File: src/rtl/mult_div_seq_unit.sv
// mult_div_seq_unit: iterative radix-2 shift-add 32x32 multiplier with HI/LO result registers and pipeline stall.
module mult_div_seq_unit #(
  parameter int WIDTH = 32,
  parameter int CNT_W = 6
) (
  input  logic             clk,
  input  logic             rst,
  input  logic             start,
  input  logic             signed_op,
  input  logic [WIDTH-1:0] op_a,
  input  logic [WIDTH-1:0] op_b,
  output logic             busy,
  output logic             stall,
  output logic             done,
  output logic [WIDTH-1:0] hi,
  output logic [WIDTH-1:0] lo
);
  typedef enum logic [1:0] {IDLE, RUN, FIX} state_t;
  state_t state;
  logic [CNT_W-1:0] cnt;
  logic [2*WIDTH-1:0] acc, mcand, res;
  logic [WIDTH-1:0] mplier, mag_a, mag_b;
  logic neg;
  always_comb begin
    mag_a = (signed_op && op_a[WIDTH-1]) ? -op_a : op_a;
    mag_b = (signed_op && op_b[WIDTH-1]) ? -op_b : op_b;
    res   = neg ? -acc : acc;
    busy  = state != IDLE;
    stall = busy;
  end
  // multiplicand shifts left and multiplier shifts right, so each RUN edge adds (mcand << cnt) when bit cnt is set
  always_ff @(posedge clk) begin
    if (!rst) begin
      state  <= IDLE;
      cnt    <= '0;
      acc    <= '0;
      mcand  <= '0;
      mplier <= '0;
      neg    <= 1'b0;
      hi     <= '0;
      lo     <= '0;
      done   <= 1'b0;
    end else begin
      done <= 1'b0;
      case (state)
        IDLE: if (start) begin
          mcand  <= {{WIDTH{1'b0}}, mag_a};
          mplier <= mag_b;
          neg    <= signed_op & (op_a[WIDTH-1] ^ op_b[WIDTH-1]);
          acc    <= '0;
          cnt    <= '0;
          state  <= RUN;
        end
        RUN: begin
          acc    <= acc + (mplier[0] ? mcand : '0);
          mcand  <= mcand << 1;
          mplier <= mplier >> 1;
          cnt    <= cnt + 1'b1;
          if (cnt == CNT_W'(WIDTH - 1)) state <= FIX;
        end
        FIX: begin
          {hi, lo} <= res;
          done     <= 1'b1;
          state    <= IDLE;
        end
        default: state <= IDLE;
      endcase
    end
  end
endmodule

File: config.mk
export PLATFORM = sky130hd
export DESIGN_NAME = mult_div_seq_unit
export DESIGN_NICKNAME = d
export VERILOG_FILES = /design/src/rtl/mult_div_seq_unit.sv
export SDC_FILE = /design/constraint.sdc
export NUM_CORES = 1
export LEC_CHECK = 0
export CAP_MARGIN = 20
export CELL_PAD_IN_SITES_DETAIL_PLACEMENT = 2
export CELL_PAD_IN_SITES_GLOBAL_PLACEMENT = 2
export CORE_MARGIN = 5
export CORE_UTILIZATION = 39
export CTS_CLUSTER_SIZE = 20
export DETAILED_ROUTE_END_ITERATION = 8
export DONT_BUFFER_PORTS = 1
export GPL_TIMING_DRIVEN = 1
export PLACE_DENSITY = 0.81
export SLEW_MARGIN = 20
export SYNTH_ARGS = -nofsm -noshare
export SYNTH_HDL_FRONTEND = slang
export SYNTH_SLANG_ARGS = --single-unit
File: constraint.sdc
create_clock -name clk -period 4.6 [get_ports clk]
set_input_delay 0.92 -clock clk [delete_from_list [all_inputs] [get_ports clk]]
set_output_delay 0.92 -clock clk [all_outputs]
set_load 0.005 [all_outputs]
Yosys cells after proc, flatten, opt, wreduce, memory -nomap -nowiden
Cells that the tools add are included.
W data, S select, Z words.
{ "word_totals": {"register_bits": 234, "inputBits": 68, "output_inout_bits": 67, "word_cells": 45} }
{ "classes": {"addsub": 5, "n_eq_ne": 5, "mux": 16, "bitwise_logic": 2, "reduce_logical": 8} }
{ "op_table": {"columns": ["op", "count"], "rows": [
  ["$mux W64", 4],
  ["$pmux W64 S2", 2],
  ["$mux W32", 3],
  ["$add A64 B64 Y64", 1],
  ["$neg A32 Y32", 2],
  ["$neg A64 Y64", 1],
  ["$pmux W32 S2", 1],
  ["$pmux W6 S2", 1],
  ["$add A6 B1 Y6 const B", 1],
  ["$eq A6 B5 Y1 const B", 1],
  ["$mux W6", 1],
  ["$reduce_and A2 Y1", 3],
  ["$mux W2", 2],
  ["$ne A2 B2 Y1 const B", 2],
  ["$pmux W2 S2", 1],
  ["$reduce_bool A2 Y1", 2],
  ["$eq A2 B1 Y1 const B", 1],
  ["$eq A2 B2 Y1 const B", 1],
  ["$logic_and A1 B1 Y1", 2],
  ["$logic_not A2 Y1", 1],
  ["$and A1 B1 Y1", 1],
  ["$mux W1", 1],
  ["$xor A1 B1 Y1", 1]
]} }

Logic depth before layout (Yosys ltp)
Gate-level depths: netlist (run 1).
{ "depth": {"depth_word": 4, "mapped_depth": 16, "ltp_nobuf": 14} }

Worst setup path after synthesis (run 1)
Ideal clock, no wire load.
{ "synth_timing": {"kind": "reg-to-reg", "start": "reg mplier[0]", "end": "reg acc[57]", "setup_ns": 0.129, "arrival_ns": 3.525, "t_required_ns": 4.471, "slack_ns": 0.947, "path_stages_with_launch": 15, "n_path_buf": 2, "period_less_slack_ns": 3.653, "cell_sequence": "dfxtp_1 clkbuf_1 clkbuf_1 and2_1 ha_1 a211oi_1 o21ai_0 a311o_1 or2_2 a31oi_1 o21ai_0 a2111oi_0 o41ai_1 xnor2_1 o21ai_0"} }
{ "synth_between": {"elab_chain_len": 3} }
{ "synth_rtl": {"columns": ["item", "line_no", "source"], "rows": [
  ["start, declared", "22", "logic [WIDTH-1:0] mplier, mag_a, mag_b;"],
  ["start signal, assigned", "48", "mplier <= mag_b;"],
  ["start signal, assigned", "57", "mplier <= mplier >> 1;"],
  ["$mux W64", "55", "acc <= acc + (mplier[0] ? mcand : '0);"],
  ["$add A64 B64 Y64", "55", null],
  ["$pmux W64 S2", "45", "case (state)"],
  ["end signal, assigned", "55", null],
  ["end, declared", "21", "logic [2*WIDTH-1:0] acc, mcand, res;"]
]} }
Every way passes these cells.
A chain may end at the register's enable or synchronous reset.

Worst setup path after layout (run 1)
Same ends and word-level chain as after synthesis.

==> impl_table.tex, run 1 <==
\begin{tabular}{lr}
\hline
Metric & Value \\
\hline
\multicolumn{2}{l}{\textbf{Pwr}} \\
\quad Clock power share & 46.5\% \\
\quad Peak supply drop & just over 0.2 mV \\
\quad Share of power burned in combinational logic & 10.0\% \\
\quad Net Switching & about 0.0013 W \\
\quad Leakage & 6.81 nW \\
\quad Power density normalized to cell area & between 300 and 400 nW/µm² \\
\quad Switching power as a share of total power & about 26\% \\
\quad P\_int & 0.00370 W \\
\quad Share of total power in sequential cells & 43.5\% \\
\multicolumn{2}{l}{\textbf{Clock tree}} \\
\quad Gates resized, CTS repair & 0 \\
\quad Maximum root-to-sink buffer count & 3 \\
\quad CTS Root Cell & sky130\_fd\_sc\_hd\_\_clkbuf\_16 \\
\quad Clock sink count & $\sim$230 \\
\quad CTS tree & built \\
\quad Clk\_lat worst skew & 0.56 ns \\
\quad Number of setup buffers added after CTS & 0 \\
\quad Number of clock buffers inserted by TritonCTS & 27 \\
\quad Hold-fix buffers at CTS & 0 \\
\quad Clock-pin slew on the worst setup and hold paths & 0.06 ns \\
\quad H-tree levels & 1 \\
\multicolumn{2}{l}{\textbf{Final layout}} \\
\quad Area taken by flip-flops and latches & approximately 4700 µm² \\
\quad Number of nets in the final layout & a little under 2000 \\
\quad Area Growth Syn to Fin & 9.42\% \\
\quad Number of fillers in the final layout & 4278 \\
\quad Final cell count without fillers & 2324 \\
\quad Fraction of layout instances using a drive strength above 1 & roughly 5.4\% \\
\quad Multi-input combinational cell area & 9520 µm² \\
\multicolumn{2}{l}{\textbf{Timing}} \\
\quad RSZ-0062 raised after global routing & false \\
\quad Period utilisation layout & 89.9\% \\
\quad Worst Max-Slew Pin Slew & roughly 1.1 ns \\
\quad Max Clock Skew & 0.0153 ns \\
\quad Count of pins over their slew limit & 0 \\
\quad Final critical path time including I/O delays and setup & a little over 4 ns \\
\quad Final Hold Vio Count & 0 \\
\quad Total setup violations reported at the end of the flow & 0 \\
\quad Fmax & $\sim$240 MHz \\
\quad Setup tns final & 0 ns \\
\quad Remaining max-slew budget at the tightest pin & 30.0\% \\
\multicolumn{2}{l}{\textbf{Critical path}} \\
\quad CP Class & reg2reg \\
\quad Worst reg-to-reg path cell count & 13 \\
\quad RR Startpoint & mplier[0] \\
\quad Required arrival time at the worst endpoint & 5.07 ns \\
\quad CP startpoint & mplier[0] \\
\quad Critical-path top delay cell & sky130\_fd\_sc\_hd\_\_dfxtp\_1 \\
\quad Sort of element at the end of the critical path & register \\
\quad Most frequent cell on the critical path & sky130\_fd\_sc\_hd\_\_o21ai\_0 \\
\quad Critical path peak fanout & 15 \\
\quad Slowest cell delay on critical path & 0.54 ns \\
\quad End of the worst register-to-register path & acc[57] \\
\quad End point of the critical path & acc[57] \\
\quad Setup slack of the most critical reg-to-reg path & approximately 0.46 ns \\
\quad Cell Chain, Critical Path & and2\_1 > ha\_1 > a211oi\_1 > o21ai\_0 > a311o\_1 > or2\_2 > a31oi\_1 > o21ai\_0 > a2111oi\_0 > buf\_4 > o41ai\_1 > xnor2\_1 > o21ai\_0 \\
\quad Endpoint arrival time on the critical path & 4.61 ns \\
\quad Critical path launch point type & register \\
\multicolumn{2}{l}{\textbf{Yosys}} \\
\quad Share of cell area taken by muxes after synthesis & 0.136\% \\
\quad Post-synthesis sequential area ratio & between 30\% and 40\% \\
\quad Mean post-synth cell area & 7.97 µm² \\
\quad Arithmetic-cell share of the synthesized area counting full adders, half adders and majority gates & 5.82\% \\
\quad Number of nets produced by synthesis & a little under 2000 \\
\quad Mapped cell area & about 15000 µm² \\
\quad Post-synthesis compound-gate area fraction & between 20 and 30\% \\
\quad Dominant combinational cell family by area after synthesis & compound AO/OA/AOI/OAI gates \\
\quad Xor/xnor cell area share of the yosys netlist & 10.3\% \\
\quad Synthesized flop and latch total & 234 \\
\quad Cells after Synth & 1850 \\
\quad Number of enable flip-flop cells after synthesis & 0 \\
\quad Count of different cell masters after synthesis & 68 \\
\quad Post-synthesis async set-or-reset flop share & 0\% \\
\quad Simple-gate portion of the synthesized area & between 20\% and 30\% \\
\quad Ys flop type & sky130\_fd\_sc\_hd\_\_dfxtp\_1 \\
\quad Count of synthesis-stage warnings from yosys & 0 \\
\multicolumn{2}{l}{\textbf{Routing}} \\
\quad Number of design-rule violations left by the first detailed-router iteration & 812 \\
\quad Drt first pass iters & 5 \\
\quad Total via count after detailed routing & 13900 \\
\quad Via-per-instance ratio & 5.98 \\
\quad Count of nets left with antenna violations after detail routing & 0 \\
\quad Residual DRC & 0 \\
\quad Aggregate routed wire length & 51800 µm \\
\quad Wirelength per Cell & 22.3 µm \\
\multicolumn{2}{l}{\textbf{Placement}} \\
\quad RD Place Congestion & 0.908 \\
\quad Input/output buffers & 0 \\
\quad HPWL after DPL & 38900 µm \\
\quad Total instance count after detailed placement & 2274 \\
\multicolumn{2}{l}{\textbf{Floorplanning}} \\
\quad Area inside the core boundary & 37500 µm² \\
\quad Die ar. & 41800 µm² \\
\quad Initial Utilization & 39.3\% \\
\quad Height of the chip & approximately 200 µm \\
\quad Overall die width & 204 µm \\
\quad Top-level I/O count & 135 \\
\quad Row Count & slightly above 70 \\
\multicolumn{2}{l}{\textbf{Hold path}} \\
\quad Class of the worst hold path & reg2reg \\
\quad Hold Crit Start & mplier[31] \\
\multicolumn{2}{l}{\textbf{Global route}} \\
\quad Initial antenna violation count & 2 \\
\quad Pin count of the biggest net entering global routing & roughly 170 \\
\quad Global-route wire length before repair & 82100 µm \\
\quad Sum of overflow across all layers after global routing & 0 \\
\quad Global routing usage summed across all routing layers & 24.0\% \\
\quad Number of global-route vias before repair & about 15000 \\
\multicolumn{2}{l}{\textbf{Job}} \\
\quad Number of violations of the max-capacitance limit & 0 \\
\multicolumn{2}{l}{\textbf{Outcome}} \\
\quad Result of the run & finished, final reports clean \\
\hline
\end{tabular}
## placed cells by master, fill, tap and decap left out, types with 40 or more instances in the layout
master and n:
sky130_fd_sc_hd__dfxtp_1 233, sky130_fd_sc_hd__o21ai_0 134, sky130_fd_sc_hd__xnor2_1 81, sky130_fd_sc_hd__o211a_1 48
sky130_fd_sc_hd__nor2_1 106, sky130_fd_sc_hd__a22o_1 40, sky130_fd_sc_hd__xor2_1 93, sky130_fd_sc_hd__o221ai_1 58
sky130_fd_sc_hd__and2_1 81, sky130_fd_sc_hd__nand2_1 216, sky130_fd_sc_hd__ha_1 67, sky130_fd_sc_hd__a21oi_1 179
## logic make-up (layout without fill, tap and decap cells)
group	count (synthesis)	count (layout)
buffers and inverters	150	112
and+or+nand+nor	612	612
AOI/OAI and AO/OA	610	610
adders and majority gates	68	68
DFF	234	234
other	0	1
xor gates and xnor gates	174	174
muxes	2	2
## cell usage after synthesis (22+ instances only)
master                     number  area, µm²
sky130_fd_sc_hd__ha_1          67        838
sky130_fd_sc_hd__nand2_1      217        815
sky130_fd_sc_hd__nand4_1       28        175
sky130_fd_sc_hd__o21ai_0      134        671
sky130_fd_sc_hd__xor2_1        93        815
sky130_fd_sc_hd__dfxtp_1      234       4680
sky130_fd_sc_hd__o221ai_1      58        508
sky130_fd_sc_hd__o211a_1       48        480
sky130_fd_sc_hd__xnor2_1       81        709
sky130_fd_sc_hd__a21oi_1      179        896
sky130_fd_sc_hd__nor3_1        31        155
sky130_fd_sc_hd__clkbuf_1     103        387
sky130_fd_sc_hd__a22o_1        40        350
sky130_fd_sc_hd__inv_1         34        128
sky130_fd_sc_hd__nand3_1       35        175
sky130_fd_sc_hd__and2_1        81        507
sky130_fd_sc_hd__nor2_1       106        398
sky130_fd_sc_hd__or3_1         22        138
sky130_fd_sc_hd__nor2b_1       25        156
## how the worst min path moves through the flow
| stage | to | slack, ns | cells after the start |
|---|---|---|---|
| 2_1_floorplan | cnt[3] | 0.44 | 1 |
| 3_3_place_gp | mplier[31] | 0.45 | 2 |
| 3_5_place_dp | mcand[63] | 0.46 | 1 |
| 4_1_cts | cnt[3] | 0.47 | 1 |
| 5_1_grt | mcand[63] | 0.49 | 1 |
| 6_report | mplier[31] | 0.47 | 2 |
## sequential cells by signal, indices dropped and copies added, names as in the netlist
name	flops
hi	32
acc	64
mplier	32
cnt	6
state	2
done	1
lo	32
neg	1
mcand	64
## worst max-delay path: cells and delay by family (launching register included)
family                     cells  cell delay (ns)
AOI/OAI and AO/OA              8             2.31
xor gates and xnor gates       1             0.14
adders and majority gates      1             0.30
buffers and inverters          1             0.21
DFF                            1             0.54
and+or+nand+nor                2             0.55
## metrics by stage
| step | hold WS, ns | power (W) | setup slack [ns] | area [µm²] | utilization [%] |
|---|---|---|---|---|---|
| final | 0.467 | 0.00499 | 0.463 | 16100 | 43.1 |
| after global routing | 0.493 | 0.00518 | 0.0944 | 16100 | 43.1 |
| after CTS | 0.473 | 0.00505 | 0.451 | 16100 | 43.1 |
| after detailed placement | 0.460 | 0.00271 | 0.453 | 15200 | 40.5 |
| after global placement | 0.453 | 0.00268 | 0.626 | 15200 | 40.5 |
| after floorplan | 0.436 | 0.00256 | 0.947 | 14800 | - |
## per-layer routing
metal / routed length (µm) / vias up / global-route usage (%)
met5: 0 / - / 0
met4: 786 / 0 / 4.69
met3: 2950 / 52 / 3.57
met2: 23900 / 283 / 40.0
met1: 24200 / 6967 / 33.4
li1: - / 6600 / -
## area by class of cell
| type | instances | area share, % |
|---|---|---|
| repair buffers | 29 | 1.35 |
| clock inverters | 14 | 1.29 |
| diodes | 1 | 0.0155 |
| multi-input cells | 1466 | 58.9 |
| inverters | 34 | 0.791 |
| flip-flops and latches | 234 | 29.0 |
| clock buffers | 35 | 4.62 |
| well taps | 511 | 3.96 |
## power by group through the flow
| stage | clock network [W] | logic (W) | registers, W |
|---|---|---|---|
| floorplan | 0 | 0.000389 | 0.00217 |
| global placement | 0 | 0.000473 | 0.00221 |
| detailed placement | 0 | 0.000495 | 0.00221 |
| CTS | 0.00238 | 0.000503 | 0.00217 |
| global route | 0.00246 | 0.000549 | 0.00218 |
| finish | 0.00232 | 0.000499 | 0.00217 |
(Power assumes the default switching activity.)
==> run 2, diff against run 1 <==
Settings changed: CORE_MARGIN 5 to 1.5, CTS_BUF_LIST from default to sky130_fd_sc_hd__clkbuf_16.
==> impl_table.tex, run 2 (same netlist as run 1, synthesis figures left out) <==
\begin{tabular}{lr}
\hline
Metric & Value \\
\hline
\multicolumn{2}{l}{\textbf{Floorplanning}} \\
\quad Die ar. & 39000 µm² (-6.7\%) \\
\quad Top-level I/O count & 135 (unchanged) \\
\quad Area inside the core boundary & 37500 µm² (unchanged) \\
\quad Row Count & 71 (unchanged) \\
\quad Initial Utilization & 39.3\% (unchanged) \\
\quad Height of the chip & 197 µm (-3.4\%) \\
\quad Overall die width & 197 µm (-3.4\%) \\
\multicolumn{2}{l}{\textbf{Timing}} \\
\quad Worst Max-Slew Pin Slew & 1.03 ns (-0.0238 ns) \\
\quad Max Clock Skew & 0.0160 ns (+0.000734 ns) \\
\quad Count of pins over their slew limit & 0 (unchanged) \\
\quad Setup tns final & 0 ns (unchanged) \\
\quad Total setup violations reported at the end of the flow & 0 (unchanged) \\
\quad Remaining max-slew budget at the tightest pin & 31.6\% (+1.6 points) \\
\quad RSZ-0062 raised after global routing & false \\
\quad Final Hold Vio Count & 0 (unchanged) \\
\quad Final worst setup slack & 0.529 ns (+0.0663 ns) \\
\quad Fmax & 246 MHz (+1.6\%) \\
\quad Hold slack & 0.473 ns (+0.00605 ns) \\
\quad Final critical path time including I/O delays and setup & 4.07 ns (-0.0663 ns) \\
\quad Period utilisation layout & 88.5\% (-1.4 points) \\
\multicolumn{2}{l}{\textbf{Global route}} \\
\quad Global routing usage summed across all routing layers & 25.9\% (+1.8 points) \\
\quad Pin count of the biggest net entering global routing & 165 (unchanged) \\
\quad Sum of overflow across all layers after global routing & 0 (unchanged) \\
\quad Initial antenna violation count & 0 (-2) \\
\quad Global-route wire length before repair & 81000 µm (-1.4\%) \\
\quad Number of global-route vias before repair & 14800 (-0.11\%) \\
\multicolumn{2}{l}{\textbf{Pwr}} \\
\quad Total power & 0.00487 W (-2.5\%) \\
\quad Net Switching & 0.00130 W (+0.39\%) \\
\quad Switching power as a share of total power & 26.7\% (+0.78 points) \\
\quad Clock power share & 45.1\% (-1.4 points) \\
\quad Share of power burned in combinational logic & 10.3\% (+0.3 points) \\
\quad P\_int & 0.00357 W (-3.5\%) \\
\quad Power density normalized to cell area & 303 nW/µm² (-2.1\%) \\
\quad Leakage & 6.77 nW (-0.62\%) \\
\quad Peak supply drop & 0.218 mV (+7.8\%) \\
\quad Share of total power in sequential cells & 44.6\% (+1.1 points) \\
\multicolumn{2}{l}{\textbf{Critical path}} \\
\quad Critical path launch point type & register \\
\quad Endpoint arrival time on the critical path & 4.55 ns (-0.06 ns) \\
\quad Critical-path top delay cell & sky130\_fd\_sc\_hd\_\_or4b\_2 \\
\quad Critical path peak fanout & 51 (+36) \\
\quad Setup slack of the most critical reg-to-reg path & 0.53 ns (+0.07 ns) \\
\quad End of the worst register-to-register path & acc[63] \\
\quad Required arrival time at the worst endpoint & 5.08 ns (about the same) \\
\quad CP startpoint & mplier[0] \\
\quad CP Class & reg2reg \\
\quad Worst reg-to-reg path cell count & 13 (unchanged) \\
\quad Slowest cell delay on critical path & 0.66 ns (+0.12 ns) \\
\quad End point of the critical path & acc[63] \\
\quad RR Startpoint & mplier[0] \\
\quad Cell Chain, Critical Path & buf\_12 > and2\_1 > ha\_1 > nand2\_1 > nor4\_1 > a211oi\_1 > o21ai\_0 > or3\_1 > nand4\_1 > a211oi\_1 > nor3\_1 > or4b\_2 > o211ai\_1 \\
\quad Sort of element at the end of the critical path & register \\
\quad Most frequent cell on the critical path & sky130\_fd\_sc\_hd\_\_a211oi\_1 \\
\multicolumn{2}{l}{\textbf{Routing}} \\
\quad Aggregate routed wire length & 51000 µm (-1.4\%) \\
\quad Count of nets left with antenna violations after detail routing & 0 (unchanged) \\
\quad Residual DRC & 0 (unchanged) \\
\quad Via-per-instance ratio & 5.97 (-0.27\%) \\
\quad Wirelength per Cell & 22.0 µm (-1.4\%) \\
\quad Drt first pass iters & 5 (unchanged) \\
\quad Number of design-rule violations left by the first detailed-router iteration & 613 (-25\%) \\
\quad Total via count after detailed routing & 13900 (-0.35\%) \\
\multicolumn{2}{l}{\textbf{Clock tree}} \\
\quad Clock sink count & 234 (unchanged) \\
\quad Clock-pin slew on the worst setup and hold paths & 0.06 ns (about the same) \\
\quad Maximum root-to-sink buffer count & 3 (unchanged) \\
\quad Number of clock buffers inserted by TritonCTS & 27 (unchanged) \\
\quad H-tree levels & 1 (unchanged) \\
\quad Number of setup buffers added after CTS & 0 (unchanged) \\
\quad CTS tree & built \\
\quad Hold-fix buffers at CTS & 0 (unchanged) \\
\quad Clk\_lat worst skew & 0.57 ns (about the same) \\
\quad Gates resized, CTS repair & 0 (unchanged) \\
\quad CTS Root Cell & sky130\_fd\_sc\_hd\_\_clkbuf\_16 \\
\multicolumn{2}{l}{\textbf{Placement}} \\
\quad RD Place Congestion & 0.877 (-3.4\%) \\
\quad Setup WS pre-CTS & 0.596 ns (+0.143 ns) \\
\quad Total instance count after detailed placement & 2272 (-0.088\%) \\
\quad HPWL after DPL & 38400 µm (-1.3\%) \\
\quad Input/output buffers & 0 (unchanged) \\
\multicolumn{2}{l}{\textbf{Outcome}} \\
\quad Result of the run & finished, final reports clean \\
\multicolumn{2}{l}{\textbf{Final layout}} \\
\quad Final cell count without fillers & 2322 (-0.086\%) \\
\quad Number of nets in the final layout & 1926 (-0.10\%) \\
\quad Area Growth Syn to Fin & 9.00\% \\
\quad Number of fillers in the final layout & 4269 (-0.21\%) \\
\quad Commonest non-fill, non-tap cell in the layout & sky130\_fd\_sc\_hd\_\_dfxtp\_1 \\
\quad Most used cells in the layout excluding fill and tap cells & sky130\_fd\_sc\_hd\_\_dfxtp\_1 (233), sky130\_fd\_sc\_hd\_\_nand2\_1 (216), sky130\_fd\_sc\_hd\_\_a21oi\_1 (179) \\
\quad Fraction of layout instances using a drive strength above 1 & 5.14\% (-0.27 points) \\
\quad Largest registers & acc x64, mcand x64 \\
\multicolumn{2}{l}{\textbf{Job}} \\
\quad Number of violations of the max-capacitance limit & 0 (unchanged) \\
\multicolumn{2}{l}{\textbf{Hold path}} \\
\quad Class of the worst hold path & reg2reg \\
\hline
\end{tabular}
-- run 2: area by class of cell --
class	instances	area, µm²	area share, %
Inverter	34	128	0.794
Sequential cell	234	4690	29.1
Tap cell	511	639	3.98
Antenna cell	1	2.50	0.0156
Multi-Input combinational cell	1466	9520	59.2
Timing Repair Buffer	27	215	1.34
Clock inverter	22	218	1.35
Clock buffer	27	676	4.20
-- run 2: routing by layer --
metal,vias up,share of wire [%],global-route usage [%]
met5,-,0,0
met4,0,1.9,6.33
met3,59,5.3,4.13
met2,286,45,42.7
met1,6899,48,35.0
li1,6609,-,-
-- run 2: worst max-delay path, delay by kind of cell (launching register included) --
| kind | cells | cell delay, ns |
|---|---|---|
| buffers and inverters | 1 | 0.27 |
| AO/OA/AOI/OAI | 4 | 0.84 |
| adder cells (fa/ha/maj) | 1 | 0.23 |
| AND/OR/NAND/NOR | 7 | 2.03 |
| flip-flops | 1 | 0.60 |
-- run 2: stage by stage --
step	util (%)	instance area, µm²
3_5_place_dp	40.5	15200
6_report	42.9	16100
4_1_cts	42.9	16100
5_1_grt	42.9	16100
2_1_floorplan	-	14800
3_3_place_gp	40.5	15200
-- run 2: worst min-delay path by stage --
| stage | startpoint | to | slack (ns) | depth (start not counted) |
|---|---|---|---|---|
| after floorplan | cnt[3] | cnt[3] | 0.44 | 1 |
| after global placement | mplier[31] | mplier[31] | 0.46 | 2 |
| after detailed placement | cnt[3] | cnt[3] | 0.48 | 1 |
| after CTS | mplier[31] | mplier[31] | 0.48 | 2 |
| after global routing | rst | cnt[2] | 0.49 | 1 |
| final | mplier[31] | mplier[31] | 0.47 | 2 |
-- run 2: power groups by stage --
stage / registers, W / logic [W] / clock network, W
after CTS: 0.00217 / 0.000504 / 0.00225
after detailed placement: 0.00221 / 0.000497 / 0
after floorplan: 0.00217 / 0.000389 / 0
final: 0.00217 / 0.000499 / 0.00220
after global routing: 0.00218 / 0.000551 / 0.00234
after global placement: 0.00221 / 0.000479 / 0
==> run 3, diff against run 2 <==
Settings changed: CTS_CLUSTER_SIZE 20 to default.
==> results of run 3 <==
No change in the layout: final DEF, timing and power equal those of run 2.
